## src/rtl/mult_div_unit_pkg.sv

```systemverilog
// Shared types for the iterative multiply/divide unit: operation codes,
// FSM states and small operation-decode helpers.
package mult_div_unit_pkg;

  localparam int unsigned WORD_W = 32;

  typedef logic [WORD_W-1:0] word_t;

  typedef enum logic [2:0] {
    MD_MULT  = 3'd0,
    MD_MULTU = 3'd1,
    MD_DIV   = 3'd2,
    MD_DIVU  = 3'd3,
    MD_MTHI  = 3'd4,
    MD_MTLO  = 3'd5
  } mdop_t;

  typedef enum logic [1:0] {
    IDLE  = 2'd0,
    CALC  = 2'd1,
    FIXUP = 2'd2
  } mdstate_t;

  // Codes 6-7 are neither arithmetic nor moves, so they fall through as no-ops.
  function automatic logic op_arith(input mdop_t op);
    return (op == MD_MULT) || (op == MD_MULTU) || (op == MD_DIV) || (op == MD_DIVU);
  endfunction

  function automatic logic op_signed(input mdop_t op);
    return (op == MD_MULT) || (op == MD_DIV);
  endfunction

  function automatic logic op_div(input mdop_t op);
    return (op == MD_DIV) || (op == MD_DIVU);
  endfunction

endpackage

```

## src/rtl/mult_div_unit_if.sv

```systemverilog
// Execute-stage handshake between the pipeline and the multiply/divide unit.
interface mult_div_unit_if
  import mult_div_unit_pkg::*;
#(
  parameter int unsigned WIDTH = 32
);

  logic             start;
  mdop_t            md_op;
  logic [WIDTH-1:0] port_a;
  logic [WIDTH-1:0] port_b;
  logic             flush;
  logic             busy;
  logic             done;
  logic             div_by_zero;
  logic [WIDTH-1:0] hi;
  logic [WIDTH-1:0] lo;

  modport md (
    input  start, md_op, port_a, port_b, flush,
    output busy, done, div_by_zero, hi, lo
  );

  modport tb (
    output start, md_op, port_a, port_b, flush,
    input  busy, done, div_by_zero, hi, lo
  );

endinterface

```

## src/rtl/mult_div_unit_signfix.sv

```systemverilog
// Conditional two's-complement negate; used for operand magnitudes on entry
// and for sign correction of results in FIXUP.
module mult_div_unit_signfix #(
  parameter int unsigned W = 32
) (
  input  logic [W-1:0] val,
  input  logic         neg,
  output logic [W-1:0] res_c
);

  assign res_c = neg ? ((~val) + W'(1)) : val;

endmodule

```

## src/rtl/mult_div_unit.sv

```systemverilog
// Iterative multiply/divide unit: shift-add multiply and restoring divide on
// magnitudes, one bit per cycle, with sign correction in a final FIXUP cycle.
module mult_div_unit
  import mult_div_unit_pkg::*;
#(
  parameter int unsigned WIDTH = 32
) (
  input logic       CLK,
  input logic       nRST,
  mult_div_unit_if.md bus
);

  localparam int unsigned CNT_W = (WIDTH > 1) ? $clog2(WIDTH) : 1;

  mdstate_t         state, state_next;
  logic [CNT_W-1:0] cnt;
  logic             is_div, rsign, remsign, dbz;
  logic [WIDTH:0]   acc;
  logic [WIDTH-1:0] qr, m;
  logic [WIDTH-1:0] hi_q, lo_q;
  logic             done_q, dbz_q, busy_q;

  mdop_t            op_c;
  logic             a_neg_c, b_neg_c;
  logic [WIDTH-1:0] a_mag_c, b_mag_c;
  logic             launch_c, mt_wr_c, fixup_wr_c;

  assign op_c    = bus.md_op;
  assign a_neg_c = op_signed(op_c) & bus.port_a[WIDTH-1];
  assign b_neg_c = op_signed(op_c) & bus.port_b[WIDTH-1];

  mult_div_unit_signfix #(.W(WIDTH)) u_abs_a (.val(bus.port_a), .neg(a_neg_c), .res_c(a_mag_c));
  mult_div_unit_signfix #(.W(WIDTH)) u_abs_b (.val(bus.port_b), .neg(b_neg_c), .res_c(b_mag_c));

  // One iteration of each algorithm; acc:qr is the shared double-width working pair.
  logic [WIDTH-1:0] mul_addend_c;
  logic [WIDTH:0]   mul_sum_c, mul_acc_c;
  logic [WIDTH-1:0] mul_qr_c;
  logic [WIDTH:0]   div_shift_c, div_acc_c;
  logic [WIDTH-1:0] div_qr_c;
  logic             div_ge_c;

  always_comb begin
    mul_addend_c = qr[0] ? m : '0;
    mul_sum_c    = acc + {1'b0, mul_addend_c};
    mul_acc_c    = {1'b0, mul_sum_c[WIDTH:1]};
    mul_qr_c     = {mul_sum_c[0], qr[WIDTH-1:1]};
    div_shift_c  = {acc[WIDTH-1:0], qr[WIDTH-1]};
    div_ge_c     = (div_shift_c >= {1'b0, m});
    div_acc_c    = div_ge_c ? (div_shift_c - {1'b0, m}) : div_shift_c;
    div_qr_c     = {qr[WIDTH-2:0], div_ge_c};
  end

  // Sign correction of the finished magnitudes.
  logic [2*WIDTH-1:0] prod_fix_c;
  logic [WIDTH-1:0]   quo_fix_c, rem_fix_c;
  logic [WIDTH-1:0]   hi_new_c, lo_new_c;

  mult_div_unit_signfix #(.W(2*WIDTH)) u_fix_prod (
    .val({acc[WIDTH-1:0], qr}), .neg(rsign), .res_c(prod_fix_c));
  mult_div_unit_signfix #(.W(WIDTH)) u_fix_quo (.val(qr), .neg(rsign), .res_c(quo_fix_c));
  mult_div_unit_signfix #(.W(WIDTH)) u_fix_rem (
    .val(acc[WIDTH-1:0]), .neg(remsign), .res_c(rem_fix_c));

  // Divide by zero leaves |dividend| in acc, so the signed remainder fix restores port_a.
  assign hi_new_c = is_div ? rem_fix_c : prod_fix_c[2*WIDTH-1:WIDTH];
  assign lo_new_c = is_div ? (dbz ? '1 : quo_fix_c) : prod_fix_c[WIDTH-1:0];

  always_ff @(posedge CLK or negedge nRST) begin
    if (!nRST) state <= IDLE;
    else       state <= state_next;
  end

  always_comb begin
    state_next = state;
    launch_c   = 1'b0;
    mt_wr_c    = 1'b0;
    fixup_wr_c = 1'b0;
    unique case (state)
      IDLE: begin
        if (bus.start && !bus.flush) begin
          launch_c = op_arith(op_c);
          mt_wr_c  = (op_c == MD_MTHI) || (op_c == MD_MTLO);
        end
        if (launch_c) state_next = CALC;
      end
      CALC: begin
        if (bus.flush)        state_next = IDLE;
        else if (cnt == '0)   state_next = FIXUP;
      end
      FIXUP: begin
        fixup_wr_c = !bus.flush;
        state_next = IDLE;
      end
      default: state_next = IDLE;
    endcase
  end

  always_ff @(posedge CLK or negedge nRST) begin
    if (!nRST) begin
      cnt     <= '0;
      is_div  <= 1'b0;
      rsign   <= 1'b0;
      remsign <= 1'b0;
      dbz     <= 1'b0;
      acc     <= '0;
      qr      <= '0;
      m       <= '0;
      hi_q    <= '0;
      lo_q    <= '0;
      done_q  <= 1'b0;
      dbz_q   <= 1'b0;
      busy_q  <= 1'b0;
    end else begin
      done_q <= fixup_wr_c;
      dbz_q  <= fixup_wr_c & is_div & dbz;
      busy_q <= (state_next != IDLE);
      if (launch_c) begin
        cnt     <= CNT_W'(WIDTH - 1);
        is_div  <= op_div(op_c);
        rsign   <= a_neg_c ^ b_neg_c;
        remsign <= a_neg_c;
        dbz     <= op_div(op_c) && (bus.port_b == '0);
        acc     <= '0;
        qr      <= a_mag_c;
        m       <= b_mag_c;
      end else if (state == CALC) begin
        cnt <= cnt - CNT_W'(1);
        acc <= is_div ? div_acc_c : mul_acc_c;
        qr  <= is_div ? div_qr_c  : mul_qr_c;
      end
      if (fixup_wr_c) begin
        hi_q <= hi_new_c;
        lo_q <= lo_new_c;
      end else if (mt_wr_c) begin
        if (op_c == MD_MTHI) hi_q <= bus.port_a;
        else                 lo_q <= bus.port_a;
      end
    end
  end

  assign bus.busy        = busy_q;
  assign bus.done        = done_q;
  assign bus.div_by_zero = dbz_q;
  assign bus.hi          = hi_q;
  assign bus.lo          = lo_q;

endmodule

```

## src/flat_wrapper.sv

```systemverilog
// flat-port wrapper written by rule: the top's interface ports become plain ports
module mult_div_unit_flat import mult_div_unit_pkg::*;
#(
  parameter int unsigned WIDTH = 32
)
  (CLK, nRST, bus_start, bus_md_op, bus_port_a, bus_port_b, bus_flush, bus_busy, bus_done, bus_div_by_zero, bus_hi, bus_lo);
  mult_div_unit_if #(.WIDTH(WIDTH)) bus_i ();
  input logic CLK;
  input logic nRST;
  input wire logic [$bits(bus_i.start)-1:0] bus_start;
  input wire logic [$bits(bus_i.md_op)-1:0] bus_md_op;
  input wire logic [$bits(bus_i.port_a)-1:0] bus_port_a;
  input wire logic [$bits(bus_i.port_b)-1:0] bus_port_b;
  input wire logic [$bits(bus_i.flush)-1:0] bus_flush;
  output wire logic [$bits(bus_i.busy)-1:0] bus_busy;
  output wire logic [$bits(bus_i.done)-1:0] bus_done;
  output wire logic [$bits(bus_i.div_by_zero)-1:0] bus_div_by_zero;
  output wire logic [$bits(bus_i.hi)-1:0] bus_hi;
  output wire logic [$bits(bus_i.lo)-1:0] bus_lo;
  assign bus_i.start = bus_start;
  assign bus_i.md_op = bus_md_op;
  assign bus_i.port_a = bus_port_a;
  assign bus_i.port_b = bus_port_b;
  assign bus_i.flush = bus_flush;
  assign bus_busy = bus_i.busy;
  assign bus_done = bus_i.done;
  assign bus_div_by_zero = bus_i.div_by_zero;
  assign bus_hi = bus_i.hi;
  assign bus_lo = bus_i.lo;
  mult_div_unit #(.WIDTH(WIDTH)) u_core (.CLK(CLK), .nRST(nRST), .bus(bus_i));
endmodule
```

## config.mk

```make
export PLATFORM = sky130hd
export DESIGN_NAME = mult_div_unit_flat
export DESIGN_NICKNAME = d
export VERILOG_FILES = /design/src/rtl/mult_div_unit_pkg.sv /design/src/rtl/mult_div_unit_if.sv /design/src/rtl/mult_div_unit_signfix.sv /design/src/rtl/mult_div_unit.sv /design/src/flat_wrapper.sv
export SDC_FILE = /design/constraint.sdc
export NUM_CORES = 1
export LEC_CHECK = 0
export BUFFER_PORTS_ARGS = -buffer_cell sky130_fd_sc_hd__clkbuf_2
export CORE_MARGIN = 3
export CORE_UTILIZATION = 45
export DETAILED_ROUTE_END_ITERATION = 7
export SLEW_MARGIN = 5
export SYNTH_ARGS = -nofsm -noshare
export SYNTH_HDL_FRONTEND = slang
export SYNTH_SLANG_ARGS = --single-unit
```

## constraint.sdc

```tcl
create_clock -name CLK -period 3.8 [get_ports CLK]
set_input_delay 0.19 -clock CLK [delete_from_list [all_inputs] [get_ports CLK]]
set_output_delay 0.19 -clock CLK [all_outputs]
set_load 0.01 [all_outputs]
```

### Word-level counts from Yosys, hierarchy flattened

Cells that the tools add are included.

* $add $sub $neg: 8
* multiply operators: 0
* divide/modulo/power cells: 0
* $lt $le $gt $ge: 1
* eq/ne operators: 8
* shift-type cells: 0
* mux-type cells: 34
* bitwise gates (word level): 10
* reductions and logical operators: 19

Operators with widths (count)
* $mux 32: 17
* $mux 33: 4
* $add 32x1->32 const B: 4
* $not 32->32: 4
* $add 64x1->64 const B: 1
* $mux 64: 1
* $not 64->64: 1
* $add 33x32->33: 1
* $ge 33x32->1: 1
* $sub 33x32->33: 1
* $logic_not 32->1: 1
* $mux 5: 2
* $reduce_bool 2->1: 4
* $eq 3x2->1 const B: 2
* $eq 3x3->1 const B: 2
* $logic_or 1x1->1: 6
* $mux 1: 6
* $mux 2: 3
* $logic_not 5->1: 1
* $sub 5x1->5 const B: 1
* $and 1x1->1: 4
* $pmux 2 s2: 1
* $reduce_and 2->1: 2
* $eq 3x1->1 const B: 1
* 8 further kinds: 9

* bits in registers: 175
* latch bits: 0
* bits in writable memories: 0
* memory bits (read-only): 0
* bits of input ports: 71
* output and inout bits: 67
* memories: 0

### Depth between registers and ports, before layout

* word-level depth: 9
* mapped depth: 14
* mapped depth without buffers: 13

### Modules after synthesis

A second synthesis with hierarchy kept.

* cells, all modules: 2117
* area total of the unflattened synthesis: 17382.9 um^2

Modules (own cells, without submodules)
* mult_div_unit: instances 1, cells each 1515, area an instance 12625.9 um^2
* mult_div_unit_signfix (u_core.u_abs_a ...): instances 4, cells each 99, area an instance 777.0 um^2
* mult_div_unit_signfix (u_core.u_fix_prod): instances 1, cells each 206, area an instance 1649.1 um^2

### Worst setup path after synthesis

No wires, ideal clock.

* kind: flip-flop to flip-flop
* from: reg u_core.qr[0]
* to: reg u_core.acc[29]
* library setup time: 0.083 ns
* arrival: 3.257 ns
* required time: 3.717 ns
* slack: 0.460 ns
* cell stages (with the launch flop): 15
* period minus slack after synthesis: 3.340 ns
* cells stage by stage: dfrtp_1 > inv_1 > buf_1 > nor2_1 > ha_1 > clkbuf_1 > a21o_1 > a221o_1 > a21o_1 > a21oi_1 > o21bai_1 > a211o_1 > a311oi_1 > mux2_2 > o21ai_0

* longest elaborated chain between the ends: 5

RTL lines
* start, declared: RTL line mult_div_unit.sv:19 `logic [WIDTH-1:0] qr, m;`
* start signal, assigned: RTL line mult_div_unit.sv:125 `qr <= a_mag_c;`
* start signal, assigned: RTL line mult_div_unit.sv:130 `qr <= is_div ? div_qr_c : mul_qr_c;`
* $mux 32: RTL line mult_div_unit.sv:44 `mul_addend_c = qr[0] ? m : '0;`
* $add 33x32->33: RTL line mult_div_unit.sv:45 `mul_sum_c = acc + {1'b0, mul_addend_c};`
* $mux 33: RTL line mult_div_unit.sv:129 `acc <= is_div ? div_acc_c : mul_acc_c;`
* $mux 33: RTL line mult_div_unit.sv:127 `end else if (state == CALC) begin`
* $mux 33: RTL line mult_div_unit.sv:118 `if (launch_c) begin`
* end signal, assigned: RTL line mult_div_unit.sv:129
* end, declared: RTL line mult_div_unit.sv:18 `logic [WIDTH:0] acc;`

No other way between the ends. The select of a mux whose other input is x is not followed.
A chain may end at the register's enable or synchronous reset.

### Worst setup path after layout

* from: reg u_core.acc[0]
* to: reg u_core.acc[3]

* longest elaborated chain between the ends: 5

RTL lines
* $sub 33x32->33 / $ge 33x32->1 (equally long branches): RTL line mult_div_unit.sv:50, mult_div_unit.sv:49
* $mux 33: RTL line mult_div_unit.sv:50 `div_acc_c = div_ge_c ? (div_shift_c - {1'b0, m}) : div_shift_c;`
* $mux 33 *: RTL line mult_div_unit.sv:129
* $mux 33 *: RTL line mult_div_unit.sv:127
* $mux 33 *: RTL line mult_div_unit.sv:118

Mark *: on every way between the ends. The rest lies on a longest branch, timed or not. The select of a mux whose other input is x is not followed.

==> qor.yml <==
die:
  dieArea_um2: 35100
  die_x_um: 187
  core_area_um2: 32000
  io_pins: 138
  start_util_pct: 46.3
  rows: 65
  fp.dieH_um: 187
drt:
  drt_pass1_iterations: 5
  routedWlPerCell_um: 20.5
  drt-total-wl_um: 50200
  dr.first_iter.drc_count: 1055
  antenna_left: 0
  routed_via_density: 5.93
  drc: 0
  num_vias: 14500
clocking:
  cts.clk_slew.worst_paths_ns: 0.07
  cts_tree: "done"
  htreeDepth: 4
  root_buffer: "clkbuf_16"
  cts_buffer_depth: 2
  cts_setup_buffers: 0
  clock-sinks: 175
  cts_buffers: 17
  clock_latency_ns: 0.46
timing:
  hold_viol: 0
  min_period_over_period_pct: 94.2
  finalClockSkew_ns: 0.0116
  setup_viol: 0
  worst_pin_slew_ns: 1.08
  setup_tns_ns: 0
  rsz0062_at_grt: "false"
  clock.fmax_ghz: 0.279
  layout_setup_ws_ns: 0.222
  min_period_ns: 3.58
  relSlewSlack_pct: 28.1
  drv_slew: 0
logic_synthesis:
  mappedNetlistArea_um2: 14800
  synth_top_area_cell: "dfrtp_1"
  synth_cells: 1864
  synthTopCellsByArea: "dfrtp_1 (30%), o21ai_0 (6.5%), nand2_1 (6.2%)"
  ys_seq_area_share_pct: 29.6
  ys_seq_elements: 175
  synth_top_area_share_pct: 29.6
  synthFlopType: "dfrtp_1"
  synthesis.nets: 2006
  synthArstFlopShare_pct: 100
  synth.avg_cell_area_um2: 7.95
  ys.warnings.count: 0
  ys_types: 82
  synth_edf_count: 0
hold_path:
  hold_depth: 3
  hp-class: "in -> reg"
  hold_end: "u_core.m[22]"
  hold_start: "bus_port_b[22]"
global_route:
  grt_start_max_net_pins: 94
  overflow: 0
  antenna_found_initial: 0
  grt_use_total_pct: 28.2
  grt_pass1_vias: 14117
  grt_first_pass_wirelength_um: 79000
status:
  status: "completed"
place:
  io_buffers: 137
  gp_congestion: 0.968
  dp_cells: 2411
  dpl.hpwl_um: 38700
  preCtsSetupSlack_ns: 0.258
critical_path:
  critical_path.max_fanout: 24
  startpoint_type: "flip-flop"
  arrival_ns: 3.92
  r2r_setup_slack_ns: 0.22
  crit_required_ns: 4.14
  r2r_cells: 12
  r2r-start: "u_core.acc[0]"
  r2r-end: "u_core.acc[3]"
  endpoint_kind: "flip-flop"
  crit_type: "reg -> reg"
final_layout:
  antenna_cells: 0
  nNetsFinal: 2139
  stdcell_count: 2445
  fill_cells: 3169
  area_growth_pct: 14.6
  drive_gt1_share_pct: 14.6
pwr:
  p_leak_uw: 0.00749
  peakVddDrop_mv: 0.414
  powerDensity_nw_per_um2: 718
run:
  cap_violations: 0
==> registers in the layout (all words and copies together), names as in the netlist, 2 cells and up <==
name           count
u_core.bus.lo     32
u_core.m          32
u_core.qr         32
u_core.cnt         5
u_core.state       2
u_core.bus.hi     32
u_core.acc        33
==> cells by family after synthesis <==
kind of cell	count (synthesis)	share of synthesized area, %
DFF	175	29.6
muxes	72	4.92
adders and majority gates	71	6.10
xor gates and xnor gates	169	9.99
buffers and inverters	181	4.79
AOI/OAI and AO/OA	570	24.5
and+or+nand+nor	626	20.1
==> cell usage in the layout, fill, tap and decap left out, types with 42 or more instances in the layout <==
cell type / synthesis / final
nand2_1: 244 / 244
o21ai_0: 191 / 191
dfrtp_1: 175 / 174
nor2_1: 143 / 141
clkbuf_2: 0 / 136
a21oi_1: 116 / 115
xor2_1: 91 / 91
buf_4: 1 / 88
xnor2_1: 78 / 78
ha_1: 69 / 69
mux2i_1: 66 / 66
inv_1: 63 / 63
nor3_1: 44 / 44
o211ai_1: 42 / 42
==> worst max-delay path by stage <==
stage / from / end / depth (start not counted)
after floorplan: u_core.qr[0] / u_core.acc[29] / 14
after global routing: u_core.acc[0] / u_core.acc[3] / 12
after detailed placement: u_core.qr[31] / u_core.acc[24] / 13
after global placement: u_core.qr[31] / u_core.acc[24] / 13
final: u_core.acc[0] / u_core.acc[3] / 12
after CTS: u_core.qr[31] / u_core.acc[24] / 13
==> Yosys cell counts, types with 18 or more instances <==
| cell | number |
|---|---|
| dfrtp_1 | 175 |
| nor2_1 | 143 |
| or3_1 | 20 |
| o31ai_1 | 20 |
| nand2_1 | 244 |
| a21oi_1 | 116 |
| xor2_1 | 91 |
| xnor2_1 | 78 |
| inv_1 | 63 |
| o21ai_0 | 191 |
| a21o_1 | 41 |
| nor4_1 | 18 |
| nor2b_1 | 24 |
| clkbuf_1 | 98 |
| o211ai_1 | 42 |
| nand3_1 | 31 |
| a31oi_1 | 20 |
| a32oi_1 | 25 |
| ha_1 | 69 |
| mux2i_1 | 66 |
| nor3_1 | 44 |
==> report_power, final <==
group | internal, uW | switching (uW)
Clock | 1030 | 802
Combinational | 3000 | 4270
Sequential | 2390 | 687
Total | 6430 | 5760
==> critical path: stages, from the launching register on <==
cell       delay [ns]
dfrtp_1          0.46
ha_1             0.32
nor2b_1          0.15
o2111ai_1        0.30
a211oi_1         0.16
nor3_1           0.42
o41ai_2          0.14
buf_4            0.16
a31oi_4          0.53
buf_12           0.26
mux2_2           0.34
a21oi_1          0.15
nor2_1           0.05
==> through the flow <==
stage | area [um2] | utilization (%) | power, uW | hold WS (ns)
global route | 17000 | 53.1 | 13100 | 0.0553
detailed placement | 16400 | 51.2 | 10200 | 0.345
finish | 17000 | 53.1 | 12200 | 0.0378
CTS | 17000 | 53.1 | 12100 | 0.0312
global placement | 16400 | 51.2 | 10200 | 0.346
floorplan | 14800 | - | 7790 | -0.106
==> layer usage <==
layer	track usage, %	wire [um]	vias to the layer above
met2	47.4	23600	485
met4	9.96	1550	0
met1	37.5	22100	6927
li1	-	-	7007
met5	0	0	-
met3	3.65	2890	81
==> cell type report <==
cell class,instances,area (um2),share of cell area [%]
Clock buffer,22,484,2.85
Clock inverter,10,110,0.648
Inverter,64,240,1.41
Multi-Input combinational cell,1508,9770,57.5
Sequential cell,175,4380,25.8
Tap cell,435,544,3.21
Timing Repair Buffer,231,1450,8.56
==> repair_timing <==
item / CTS / global route
gates resized for setup: 0 / 1
hold endpoints to repair: 92 / 0
setup endpoints to repair: 0 / 2
hold buffers: 2 / 0
Power figures use the tool's default switching activity.
